==> config.mk <==
export PLATFORM = sky130hd
export DESIGN_NAME = sprite_position_serializer
export DESIGN_NICKNAME = d
export VERILOG_FILES = /design/src/rtl/sprite_position_serializer.sv
export SDC_FILE = /design/constraint.sdc
export NUM_CORES = 1
export LEC_CHECK = 0
export BUFFER_PORTS_ARGS = -buffer_cell sky130_fd_sc_hd__buf_2
export CORE_ASPECT_RATIO = 1.25
export CORE_MARGIN = 3
export CORE_UTILIZATION = 48
export DETAILED_ROUTE_END_ITERATION = 16
export GPL_TIMING_DRIVEN = 1
export PLACE_DENSITY = 0.71
export SLEW_MARGIN = 20
export SYNTH_ARGS = -nofsm -noshare
export SYNTH_HDL_FRONTEND = slang
export SYNTH_SLANG_ARGS = --single-unit
==> constraint.sdc <==
create_clock -name clk -period 7.2 [get_ports clk]
set_clock_uncertainty 0.2 [all_clocks]
set_input_delay 0.36 -clock clk [delete_from_list [all_inputs] [get_ports clk]]
set_output_delay 0.36 -clock clk [all_outputs]
set_load 0.02 [all_outputs]
==> src/rtl/sprite_position_serializer.sv <==
// sprite_position_serializer: valid/ready request in (in_valid/in_ready, load_x/y, pos_x/y, abort), MSB-first strobed serial x/y lanes out (shift_x/data_x, shift_y/data_y) with a done pulse
module sprite_position_serializer #(
  parameter int POS_WIDTH  = 8,
  parameter int BIT_PERIOD = 1
) (
  input  logic                 clk,
  input  logic                 reset,
  input  logic                 in_valid,
  output logic                 in_ready,
  input  logic                 load_x,
  input  logic                 load_y,
  input  logic [POS_WIDTH-1:0] pos_x,
  input  logic [POS_WIDTH-1:0] pos_y,
  input  logic                 abort,
  output logic                 shift_x,
  output logic                 data_x,
  output logic                 shift_y,
  output logic                 data_y,
  output logic                 done
);
  localparam logic [1:0] IDLE  = 2'd0;
  localparam logic [1:0] SHIFT = 2'd1;
  localparam logic [1:0] DONE  = 2'd2;
  localparam int BW = POS_WIDTH > 1 ? $clog2(POS_WIDTH) : 1;
  localparam int CW = BIT_PERIOD > 1 ? $clog2(BIT_PERIOD) : 1;
  logic [1:0]           state_q, state_d;
  logic [BW-1:0]        bit_q, bit_d;
  logic [CW-1:0]        cnt_q, cnt_d;
  logic [POS_WIDTH-1:0] sx_q, sx_d, sy_q, sy_d;
  logic                 lx_q, lx_d, ly_q, ly_d;
  logic                 ready_q, sfx_q, dx_q, sfy_q, dy_q, done_q;
  logic                 accept, strobe;
  assign accept   = state_q == IDLE && in_valid && ready_q;
  assign in_ready = ready_q;
  assign shift_x  = sfx_q;
  assign data_x   = dx_q;
  assign shift_y  = sfy_q;
  assign data_y   = dy_q;
  assign done     = done_q;
  always_comb begin
    state_d = state_q;
    bit_d   = bit_q;
    cnt_d   = cnt_q;
    sx_d    = sx_q;
    sy_d    = sy_q;
    lx_d    = lx_q;
    ly_d    = ly_q;
    if (state_q == IDLE) begin
      if (accept) begin
        sx_d    = pos_x;
        sy_d    = pos_y;
        lx_d    = load_x;
        ly_d    = load_y;
        state_d = (load_x || load_y) ? SHIFT : DONE;
        bit_d   = BW'(POS_WIDTH - 1);
        cnt_d   = '0;
      end
    end else if (state_q == SHIFT) begin
      if (abort) begin
        state_d = IDLE;
      end else if (cnt_q == CW'(BIT_PERIOD - 1)) begin
        cnt_d   = '0;
        state_d = bit_q == '0 ? DONE : SHIFT;
        bit_d   = bit_q == '0 ? bit_q : bit_q - 1'b1;
      end else begin
        cnt_d = cnt_q + 1'b1;
      end
    end else begin
      state_d = IDLE;
    end
  end
  // Outputs are registered from the next state so the first strobe lands in the cycle right after accept
  assign strobe = state_d == SHIFT && cnt_d == '0;
  always_ff @(posedge clk or posedge reset) begin
    if (reset) begin
      state_q <= IDLE;
      bit_q   <= '0;
      cnt_q   <= '0;
      sx_q    <= '0;
      sy_q    <= '0;
      lx_q    <= 1'b0;
      ly_q    <= 1'b0;
      ready_q <= 1'b0;
      sfx_q   <= 1'b0;
      dx_q    <= 1'b0;
      sfy_q   <= 1'b0;
      dy_q    <= 1'b0;
      done_q  <= 1'b0;
    end else begin
      state_q <= state_d;
      bit_q   <= bit_d;
      cnt_q   <= cnt_d;
      sx_q    <= sx_d;
      sy_q    <= sy_d;
      lx_q    <= lx_d;
      ly_q    <= ly_d;
      ready_q <= state_d == IDLE;
      sfx_q   <= strobe && lx_d;
      dx_q    <= strobe && lx_d && sx_d[bit_d];
      sfy_q   <= strobe && ly_d;
      dy_q    <= strobe && ly_d && sy_d[bit_d];
      done_q  <= state_d == DONE;
    end
  end
endmodule

==> summary.md, run 1 <==
| Metric | Value |
|---|---|
| Cell Rows | `21` |
| Max FO, Critical Path | `24` |
| Worst-path clk slew | `0.09 ns` |
| Clock tree from TritonCTS | `built` |
| Remaining design rule violation count | `0` |
| Fraction of layout cells with a size suffix above 1 | `0.230` |
| Worst path slowest cell | `or4bb_1` |
| RSZ-0062 raised after global routing | `no` |
| Async set-or-reset flop fraction in the synthesized netlist | `1.00` |
| Gate family responsible for the most delay along the worst path | `simple AND/OR/NAND/NOR gates` |
| Capturing instance or port of the critical path | `data_x` |
| Post-detailed-placement half-perimeter wirelength | `2070 microns` |
| Hold crit path type | `in -> reg` |
| Number of buffers on the longest clock path | `2` |
| Bufs and invs on worst path | `0` |
| Gate count of the mapped netlist | `142` |
| Starting Density | `0.512` |
| Sequential cell area fraction in the yosys report | `0.537` |
| Wire length per cell | `14.4 microns` |
| All-layer global routing usage | `0.190` |
| Clock insertion delay at the later pin of the skew report | `0.33 ns` |
| Wire length of the first global-routing pass | `4840 microns` |
| Most frequent cells in the layout | `nand2_1, dfrtp_1, buf_2` |
| Horiz. Die Dim | `54.3 microns` |
| Total power density per cell area | `361 mW/mm^2` |
| Critical Path Source | `state_q[1]` |
| Number of I/O pins | `28` |
| Number of enable-type register cells in the synthesized netlist | `0` |
| Summed instance area of the synthesized netlist | `0.00140 sq mm` |
| Crit start category | `register` |
| Min Tclk post-route | `2.76 ns` |
| Number of max-cap violations | `0` |
| Setup violation total in the final timing report | `0` |
| Worst reg2reg path endpoint | `data_x` |
| TritonCTS buffer count | `5` |
| Transition time of the tightest slew-check pin | `0.785 ns` |
| Chip height | `66.4 microns` |
| Leakage Power | `0.828 nW` |
| Total die area | `0.00360 sq mm` |
| Pins over their slew limit | `0` |
| Avg Cell Area, Syn | `9.85 sq um` |
| Arrival time at the worst endpoint | `2.84 ns` |
| Total of flip-flops plus latches after synthesis | `30` |
| Timing-limited maximum frequency | `363 MHz` |
| Worst hold path cell count | `3` |
| H-Tree Level Count | `2` |
| Antenna violation net count after detailed routing | `0` |
| Total stage count of the critical path | `6` |
| Count of cell types in the netlist | `32` |
| Cell at the root of the clock tree | `clkbuf_4` |
| Number of diodes added for antenna fixing | `0` |
| Cell chain of the critical path | `or4bb_1 -> o21ai_1 -> nor3_1 -> or4_1 -> o2111ai_1 -> o311a_1` |
| Number of nets at the end of the flow | `197` |
| Sink Count | `30` |
| Final core utilization | `0.598` |
| Critical path type | `reg -> reg` |
| Routability congestion estimate from global placement | `0.786` |
| Post-synth top flop | `dfrtp_1` |
| Startpoint of the worst-slack reg-to-reg timing path | `state_q[1]` |
| Input/output buffers | `27` |
| Detailed Route Iter0 Violations | `24` |
| Max rail drop VDD | `0.000194 V` |
| Placeable core region | `0.00273 sq mm` |
| Worst slew margin | `0.476` |
| Residual overflow from global routing | `0` |
| Synth Warn # | `0` |
| DRT Pass-1 Iters | `4` |
| Maximum number of pins on one net before global-route repair | `31` |
| Number of antenna violations at the first check in global routing | `0` |
| Layout area overhead | `16.8%` |
| Vias in the first global route | `1115` |
| Total wire length | `3000 microns` |
| Hold Vio Cnt, Final | `0` |
| Syn_nets | `166` |
| CP Capture Type | `register` |
| Delay of the slowest critical-path stage | `0.89 ns` |
| Sum of negative setup slack | `0 ns` |
| Result of the run | `completed` |
| R2R setup slack | `4.44 ns` |
| Final critical-path share of the clock period | `0.383` |
| Post-CTS Resized | `0` |
| Worst Path Required | `7.28 ns` |
| Commonest non-fill, non-tap cell in the layout | `nand2_1` |
| Via density per instance | `5.43` |
| Total number of vias | `1130` |
| Length in cells of the worst reg-to-reg path | `6` |
worst min-delay path, stage by stage:
cell and delay [ns]:
buf_2 0.07, nand2_1 0.04, nand2_1 0.05
cell usage after synthesis (all sizes together), types with 2 or more instances:
master	count	share of area
nand2	46	0.12
dfrtp	30	0.54
o21ai	10	0.044
a21oi	6	0.021
clkbuf	4	0.011
mux2	4	0.032
mux2i	4	0.029
nor3	4	0.014
o32ai	4	0.025
inv	3	0.0080
nand3	3	0.011
nor2	3	0.0080
ha	2	0.018
o2111ai	2	0.013
o311a	2	0.014
or4	2	0.011
worst min-delay path by stage:
stage	start	to	slack, ns
3_3_place_gp	ly_q	ly_q	0.25
2_1_floorplan	lx_q	lx_q	0.23
5_1_grt	pos_x[3]	sx_q[3]	0.02
3_5_place_dp	ly_q	ly_q	0.26
4_1_cts	pos_x[2]	sx_q[2]	0.001
6_report	pos_y[2]	sy_q[2]	0.02
per-layer routing:
metal / vias to the layer above / global-route usage / part of all wire
met3: 6 / 0.0745 / 0.046
met5: - / 0 / 0
met2: 21 / 0.311 / 0.51
li1: 557 / - / -
met1: 546 / 0.214 / 0.43
met4: 0 / 0.0748 / 0.018
logic make-up after synthesis:
| family | count (synthesis) | synth area share |
|---|---|---|
| adders and majority gates | 2 | 0.0179 |
| muxes | 8 | 0.0608 |
| and+or+nand+nor | 67 | 0.228 |
| AOI/OAI and AO/OA | 27 | 0.132 |
| DFF | 30 | 0.537 |
| buffers and inverters | 8 | 0.0241 |
sequential cells by signal, indices dropped and copies added, names as in the netlist:
name	count
cnt_q	1
shift_y	1
done	1
shift_x	1
sy_q	8
bit_q	3
sx_q	8
ly_q	1
data_y	1
state_q	2
in_ready	1
data_x	1
lx_q	1
metrics by stage:
stage,hold slack [ns],total power [mW],cells,worst slack (ns),area [sq um]
finish,0.0161,0.589,208,4.44,1630
global route,0.0174,0.636,208,4.26,1630
CTS,0.00141,0.595,206,4.44,1610
detailed placement,0.259,0.487,198,4.49,1550
global placement,0.249,0.478,198,4.50,1550
floorplan,0.234,0.431,142,4.84,1400
power breakdown:
part / leakage, nW / switching (mW) / internal, mW
logic: 0.426 / 0.131 / 0.0884
clock network: 0.0353 / 0.0571 / 0.0472
registers: 0.367 / 0.0344 / 0.232
total: 0.828 / 0.222 / 0.367
what timing repair did:
item / in CTS / in global routing
hold buffers: 0 / 2
endpoints found under the setup margin: 0 / 0
endpoints found under the hold margin: 0 / 31
setup buffers: 0 / 0
final cells by class:
class | instances | area [sq um]
fillers | 261 | 1100
multi-input cells | 104 | 614
repair buffers | 29 | 155
flip-flops and latches | 30 | 751
clock inverters | 1 | 5.00
well taps | 34 | 42.5
inverters | 3 | 11.3
clock buffers | 7 | 55.1
No activity file was read; power rests on OpenSTA's default activity.
==> run 2: changes to the inputs <==
==> constraint.sdc (replaced) <==
create_clock -name clk -period 2.72 [get_ports clk]
set_clock_uncertainty 0.2 [all_clocks]
set_input_delay 0.136 -clock clk [delete_from_list [all_inputs] [get_ports clk]]
set_output_delay 0.136 -clock clk [all_outputs]
set_load 0.02 [all_outputs]
==> run 2 against run 1 <==
- register-to-register slack got worse by 4.2 ns
- combinational power grew to 2.9 times the previous value
- count of clock-buffer cells in the layout up 1
- total power increased to 2.8 times the previous value
- final cell count up 11%
- clock power rose to 3.2 times the previous value
- final area up 15%
- critical path depth grew 2
==> summary.md, run 2 (same netlist as run 1, synthesis figures left out) <==
| Metric | Value |
|---|---|
| All-layer global routing usage | `0.222` |
| Layout area overhead | `34.8%` |
| Cell Rows | `21` |
| Antenna violation net count after detailed routing | `0` |
| Final-layout worst hold slack | `0.218 ns` |
| Vias in the first global route | `1248` |
| Max FO, Critical Path | `9` |
| Total die area | `0.00360 sq mm` |
| Residual overflow from global routing | `0` |
| Remaining design rule violation count | `0` |
| Sum of negative setup slack | `0 ns` |
| Crit start category | `register` |
| Hold Vio Cnt, Final | `0` |
| Number of nets at the end of the flow | `219` |
| H-Tree Level Count | `2` |
| Cell chain of the critical path | `inv_1 -> ha_1 -> nand2b_2 -> a211oi_2 -> a31oi_2 -> or4_1 -> o2111ai_1 -> o311a_1` |
| Net Switching | `0.606 mW` |
| Number of max-cap violations | `0` |
| Final core utilization | `0.690` |
| Transition time of the tightest slew-check pin | `0.597 ns` |
| Total power density per cell area | `884 mW/mm^2` |
| Input/output buffers | `27` |
| Worst slew margin | `0.601` |
| Number of buffers on the longest clock path | `2` |
| Maximum number of pins on one net before global-route repair | `31` |
| Delay of the slowest critical-path stage | `0.58 ns` |
| Number of diodes added for antenna fixing | `0` |
| Setup slack after placement | `0.121 ns` |
| Wire length per cell | `13.9 microns` |
| Clock insertion delay at the later pin of the skew report | `0.33 ns` |
| Fraction of power spent switching nets | `0.364` |
| Detailed Route Iter0 Violations | `36` |
| Number of I/O pins | `28` |
| Clock tree from TritonCTS | `built` |
| Result of the run | `completed` |
| Leakage Power | `0.939 nW` |
| Starting Density | `0.512` |
| Hold crit path type | `in -> async` |
| Pins over their slew limit | `0` |
| Post-Place Cells | `201` |
| Total number of vias | `1212` |
| Timing-limited maximum frequency | `400 MHz` |
| Power share of the clock group | `0.196` |
| CP Capture Type | `register` |
| Arrival time at the worst endpoint | `2.58 ns` |
| Post-detailed-placement half-perimeter wirelength | `2170 microns` |
| RSZ-0062 raised after global routing | `no` |
| Commonest non-fill, non-tap cell in the layout | `nand2_1` |
| Critical path type | `reg -> reg` |
| TritonCTS buffer count | `5` |
| Via density per instance | `5.27` |
| Final critical-path share of the clock period | `0.920` |
| Number of antenna violations at the first check in global routing | `0` |
| Routability congestion estimate from global placement | `0.876` |
| Min Tclk post-route | `2.50 ns` |
| Most frequent cells in the layout | `nand2_1, dfrtp_1, buf_2` |
| Total wire length | `3200 microns` |
| Setup violation total in the final timing report | `0` |
| Post-route cell area | `0.00189 sq mm` |
| Overall power | `1.67 mW` |
| Minimum setup slack in the final design | `0.218 ns` |
| Max rail drop VDD | `0.000552 V` |
| DRT Pass-1 Iters | `4` |
| Reg power frac | `0.423` |
| Setup repair bufs after CTS | `0` |
| Placeable core region | `0.00273 sq mm` |
| Layout Cells excl Fill | `230` |
| Regs by FF count | `sx_q x8, sy_q x8, bit_q x3` |
| Fraction of layout cells with a size suffix above 1 | `0.245` |
| Sink Count | `30` |
| Portion of total power attributed to combinational logic | `0.381` |
| Horiz. Die Dim | `54.3 microns` |
| Cell internal power dissipation | `1.06 mW` |
| Worst Path Required | `2.79 ns` |
| Wire length of the first global-routing pass | `5700 microns` |
| Chip height | `66.4 microns` |
| Worst-path clk slew | `0.09 ns` |
| Worst path slowest cell | `or4_1` |
| Placed Area | `0.00158 sq mm` |
| Cell at the root of the clock tree | `clkbuf_4` |
## run 2: path summary, 6_finish.rpt
kind / start / end / slack [ns] / cells past startpoint
hold / removal: reset / sx_q[2] / 0.22 / 4
max in group asynchronous: reset / sy_q[0] / 1.82 / 4
setup reg to reg: bit_q[0] / data_y / 0.22 / 8
hold reg to reg: ly_q / ly_q / 0.28 / 2
setup / recovery: bit_q[0] / data_y / 0.22 / 8
min in group clk: in_valid / bit_q[0] / 0.22 / 4
## run 2: power groups by stage
stage          Sequential, mW  Clock [mW]  Combinational (mW)
6_report                0.705       0.328               0.635
5_1_grt                 0.726       0.364               0.718
4_1_cts                 0.704       0.341               0.622
3_5_place_dp            0.712           0               0.594
3_3_place_gp            0.706           0               0.575
2_1_floorplan           0.706           0               0.436
## run 2: critical path, delay by kind of cell, from the launching register on
family                     cells  cell delay [ns]
adders and majority gates      1             0.22
and+or+nand+nor                2             0.72
DFF                            1             0.50
buffers and inverters          1             0.16
AOI/OAI and AO/OA              4             0.67
## run 2: timing repair
item | CTS | global route
resized for setup | 0 | 5
hold buffers | 21 | 0
endpoints found under the setup margin | 0 | 2
endpoints found under the hold margin | 54 | 0
## run 2: routing by layer
layer  share of wire  global-route usage  routed length, microns
met5               0                   0                       0
met4           0.025               0.112                      81
met3           0.043              0.0677                     138
met2            0.52               0.335                    1670
met1            0.41               0.282                    1310
## run 2: cell type report
cell class | count | area (sq um)
repair buffers | 51 | 368
inverters | 3 | 11.3
fillers | 226 | 847
multi-input cells | 104 | 634
clock buffers | 8 | 78.8
flip-flops and latches | 30 | 751
well taps | 34 | 42.5
==> run 3: changes to the inputs <==
--- a/config.mk
+++ b/config.mk
@@ -6,12 +6,15 @@
 export NUM_CORES = 1
 export LEC_CHECK = 0
 export BUFFER_PORTS_ARGS = -buffer_cell sky130_fd_sc_hd__buf_2
+export CELL_PAD_IN_SITES_DETAIL_PLACEMENT = 1
+export CELL_PAD_IN_SITES_GLOBAL_PLACEMENT = 1
 export CORE_ASPECT_RATIO = 1.25
 export CORE_MARGIN = 3
-export CORE_UTILIZATION = 48
+export CORE_UTILIZATION = 41
 export DETAILED_ROUTE_END_ITERATION = 16
+export GPL_ROUTABILITY_DRIVEN = 0
 export GPL_TIMING_DRIVEN = 1
-export PLACE_DENSITY = 0.71
+export PLACE_DENSITY_LB_ADDON = 0.1
 export SLEW_MARGIN = 20
 export SYNTH_ARGS = -nofsm -noshare
 export SYNTH_HDL_FRONTEND = slang
==> run 3 against run 2 <==
- critical path depth up 1
- via count rose by 1.6%
- sequential power decreased by 1%
- routed wire length rose by 15%
- count of clock-buffer cells in the layout shrank 1
- first-iteration DRC count decreased by 33%
- setup slack improved by 0.024 ns
- global-route usage down 2.8 points
- sequential share of layout area is essentially flat
- flip-flop and latch count unchanged
- total power up 3.7%
- critical endpoint unchanged
- largest power group unchanged
==> summary.md, run 3 (same netlist as run 1, synthesis figures left out) <==
| Metric | Value |
|---|---|
| Result of the run | `completed` |
| Horiz. Die Dim | `58.2 microns` |
| Hold path startpoint | `abort` |
| Number of I/O pins | `28` |
| Total number of vias | `1231` |
| Length in cells of the worst reg-to-reg path | `9` |
| Setup violation total in the final timing report | `0` |
| Cell chain of the critical path | `inv_1 -> ha_1 -> nand2b_1 -> a211oi_1 -> a31oi_1 -> buf_4 -> or4_1 -> o2111ai_1 -> o311a_1` |
| Setup repair bufs after CTS | `0` |
| Timing-limited maximum frequency | `404 MHz` |
| Critical path type | `reg -> reg` |
| Cell Rows | `23` |
| Via density per instance | `5.26` |
| Input/output buffers | `27` |
| Fraction of layout cells with a size suffix above 1 | `0.223` |
| Clock tree from TritonCTS | `built` |
| Startpoint of the worst-slack reg-to-reg timing path | `bit_q[0]` |
| R2R setup slack | `0.24 ns` |
| DRT Pass-1 Iters | `4` |
| Chip height | `71.3 microns` |
| Total die area | `0.00415 sq mm` |
| Leakage Power | `0.943 nW` |
| RSZ-0062 raised after global routing | `no` |
| Number of antenna violations at the first check in global routing | `0` |
| Regs by FF count | `sx_q x8, sy_q x8, bit_q x3` |
| Hold crit path type | `in -> reg` |
| Number of buffers on the longest clock path | `2` |
| Number of diodes added for antenna fixing | `0` |
| Sum of negative setup slack | `0 ns` |
| Worst Path Required | `2.74 ns` |
| Hold Path Sink | `in_ready` |
| Final-layout worst hold slack | `0.0268 ns` |
| Post-CTS Resized | `0` |
| Remaining design rule violation count | `0` |
| Starting Density | `0.430` |
| Wire length of the first global-routing pass | `6170 microns` |
| Setup slack after placement | `0.275 ns` |
| Antenna violation net count after detailed routing | `0` |
| Minimum setup slack in the final design | `0.242 ns` |
| Worst-path clk slew | `0.06 ns` |
| CP Capture Type | `register` |
| Delay of the slowest critical-path stage | `0.54 ns` |
| Hold Vio Cnt, Final | `0` |
| H-Tree Level Count | `2` |
| Max rail drop VDD | `0.000575 V` |
| Worst slew margin | `0.642` |
| Detail Route met3 WL | `118 microns` |
| Max FO, Critical Path | `9` |
| Detailed Route Iter0 Violations | `24` |
| Residual overflow from global routing | `0` |
| WL met1 | `1580 microns` |
| Arrival time at the worst endpoint | `2.49 ns` |
| Most frequent cells in the layout | `nand2_1, dfrtp_1, buf_2` |
| Hold bufs inserted after CTS | `20` |
| Clock insertion delay at the later pin of the skew report | `0.28 ns` |
| Vias in the first global route | `1329` |
| Final critical-path share of the clock period | `0.911` |
| Worst hold path cell count | `3` |
| Total length of routed met2 wires | `1950 microns` |
| All-layer global routing usage | `0.194` |
| Min Tclk post-route | `2.48 ns` |
| Cell at the root of the clock tree | `clkbuf_8` |
| Transition time of the tightest slew-check pin | `0.537 ns` |
| Layout area overhead | `34.9%` |
| Pins over their slew limit | `0` |
| Worst reg2reg path endpoint | `data_y` |
| Post-detailed-placement half-perimeter wirelength | `2560 microns` |
| Total wire length | `3670 microns` |
| Worst path slowest cell | `or4_1` |
| Placeable core region | `0.00325 sq mm` |
| TritonCTS buffer count | `5` |
| Total power density per cell area | `916 mW/mm^2` |
| Commonest non-fill, non-tap cell in the layout | `nand2_1` |
| Number of max-cap violations | `0` |
| Number of nets at the end of the flow | `220` |
| Highest layer used for signal routing | `met4` |
| Overall power | `1.73 mW` |
| Sink Count | `30` |
| Wire length per cell | `15.7 microns` |
| Crit start category | `register` |
| Maximum number of pins on one net before global-route repair | `31` |
==> run 3: routing by layer <==
metal,global-route usage,vias to the layer above
met5,0,-
met3,0.0450,3
met2,0.340,20
met4,0.0464,0
met1,0.239,605
li1,-,603
==> run 3: report_power, final <==
| part | switching, mW | internal [mW] | leakage, nW |
|---|---|---|---|
| sequential | 0.0825 | 0.615 | 0.367 |
| clock | 0.164 | 0.204 | 0.0482 |
| combinational | 0.387 | 0.276 | 0.527 |
| total | 0.633 | 1.10 | 0.943 |
==> run 3: cell type report <==
type / instances / area, sq um
Fill cell: 371 / 1370
Sequential cell: 30 / 751
Multi-Input combinational cell: 104 / 614
Timing Repair Buffer: 52 / 373
Clock buffer: 7 / 86.3
Tap cell: 37 / 46.3
Inverter: 3 / 11.3
Clock inverter: 1 / 5.00
==> run 3: worst max-delay path by stage <==
| stage | startpoint | endpoint | slack, ns | depth (start not counted) |
|---|---|---|---|---|
| 2_1_floorplan | bit_q[0] | data_x | 0.36 | 9 |
| 3_3_place_gp | state_q[1] | data_x | 0.36 | 6 |
| 3_5_place_dp | state_q[0] | data_y | 0.27 | 7 |
| 4_1_cts | bit_q[0] | data_y | 0.26 | 9 |
| 5_1_grt | bit_q[0] | data_y | 0.07 | 9 |
| 6_report | bit_q[0] | data_y | 0.24 | 9 |
==> run 3: critical path: cells and delay by family (launching register included) <==
kind	cells	cell delay, ns
simple gates	2	0.72
compound gates	4	0.63
flops	1	0.38
buf+inv	2	0.29
fa+ha+maj	1	0.19
==> run 3: stage by stage <==
step	cells	cell area, sq um	util
final	234	1890	0.580
after detailed placement	206	1600	0.491
after global placement	206	1600	0.491
after CTS	234	1890	0.580
after global routing	234	1890	0.580
after floorplan	142	1400	-
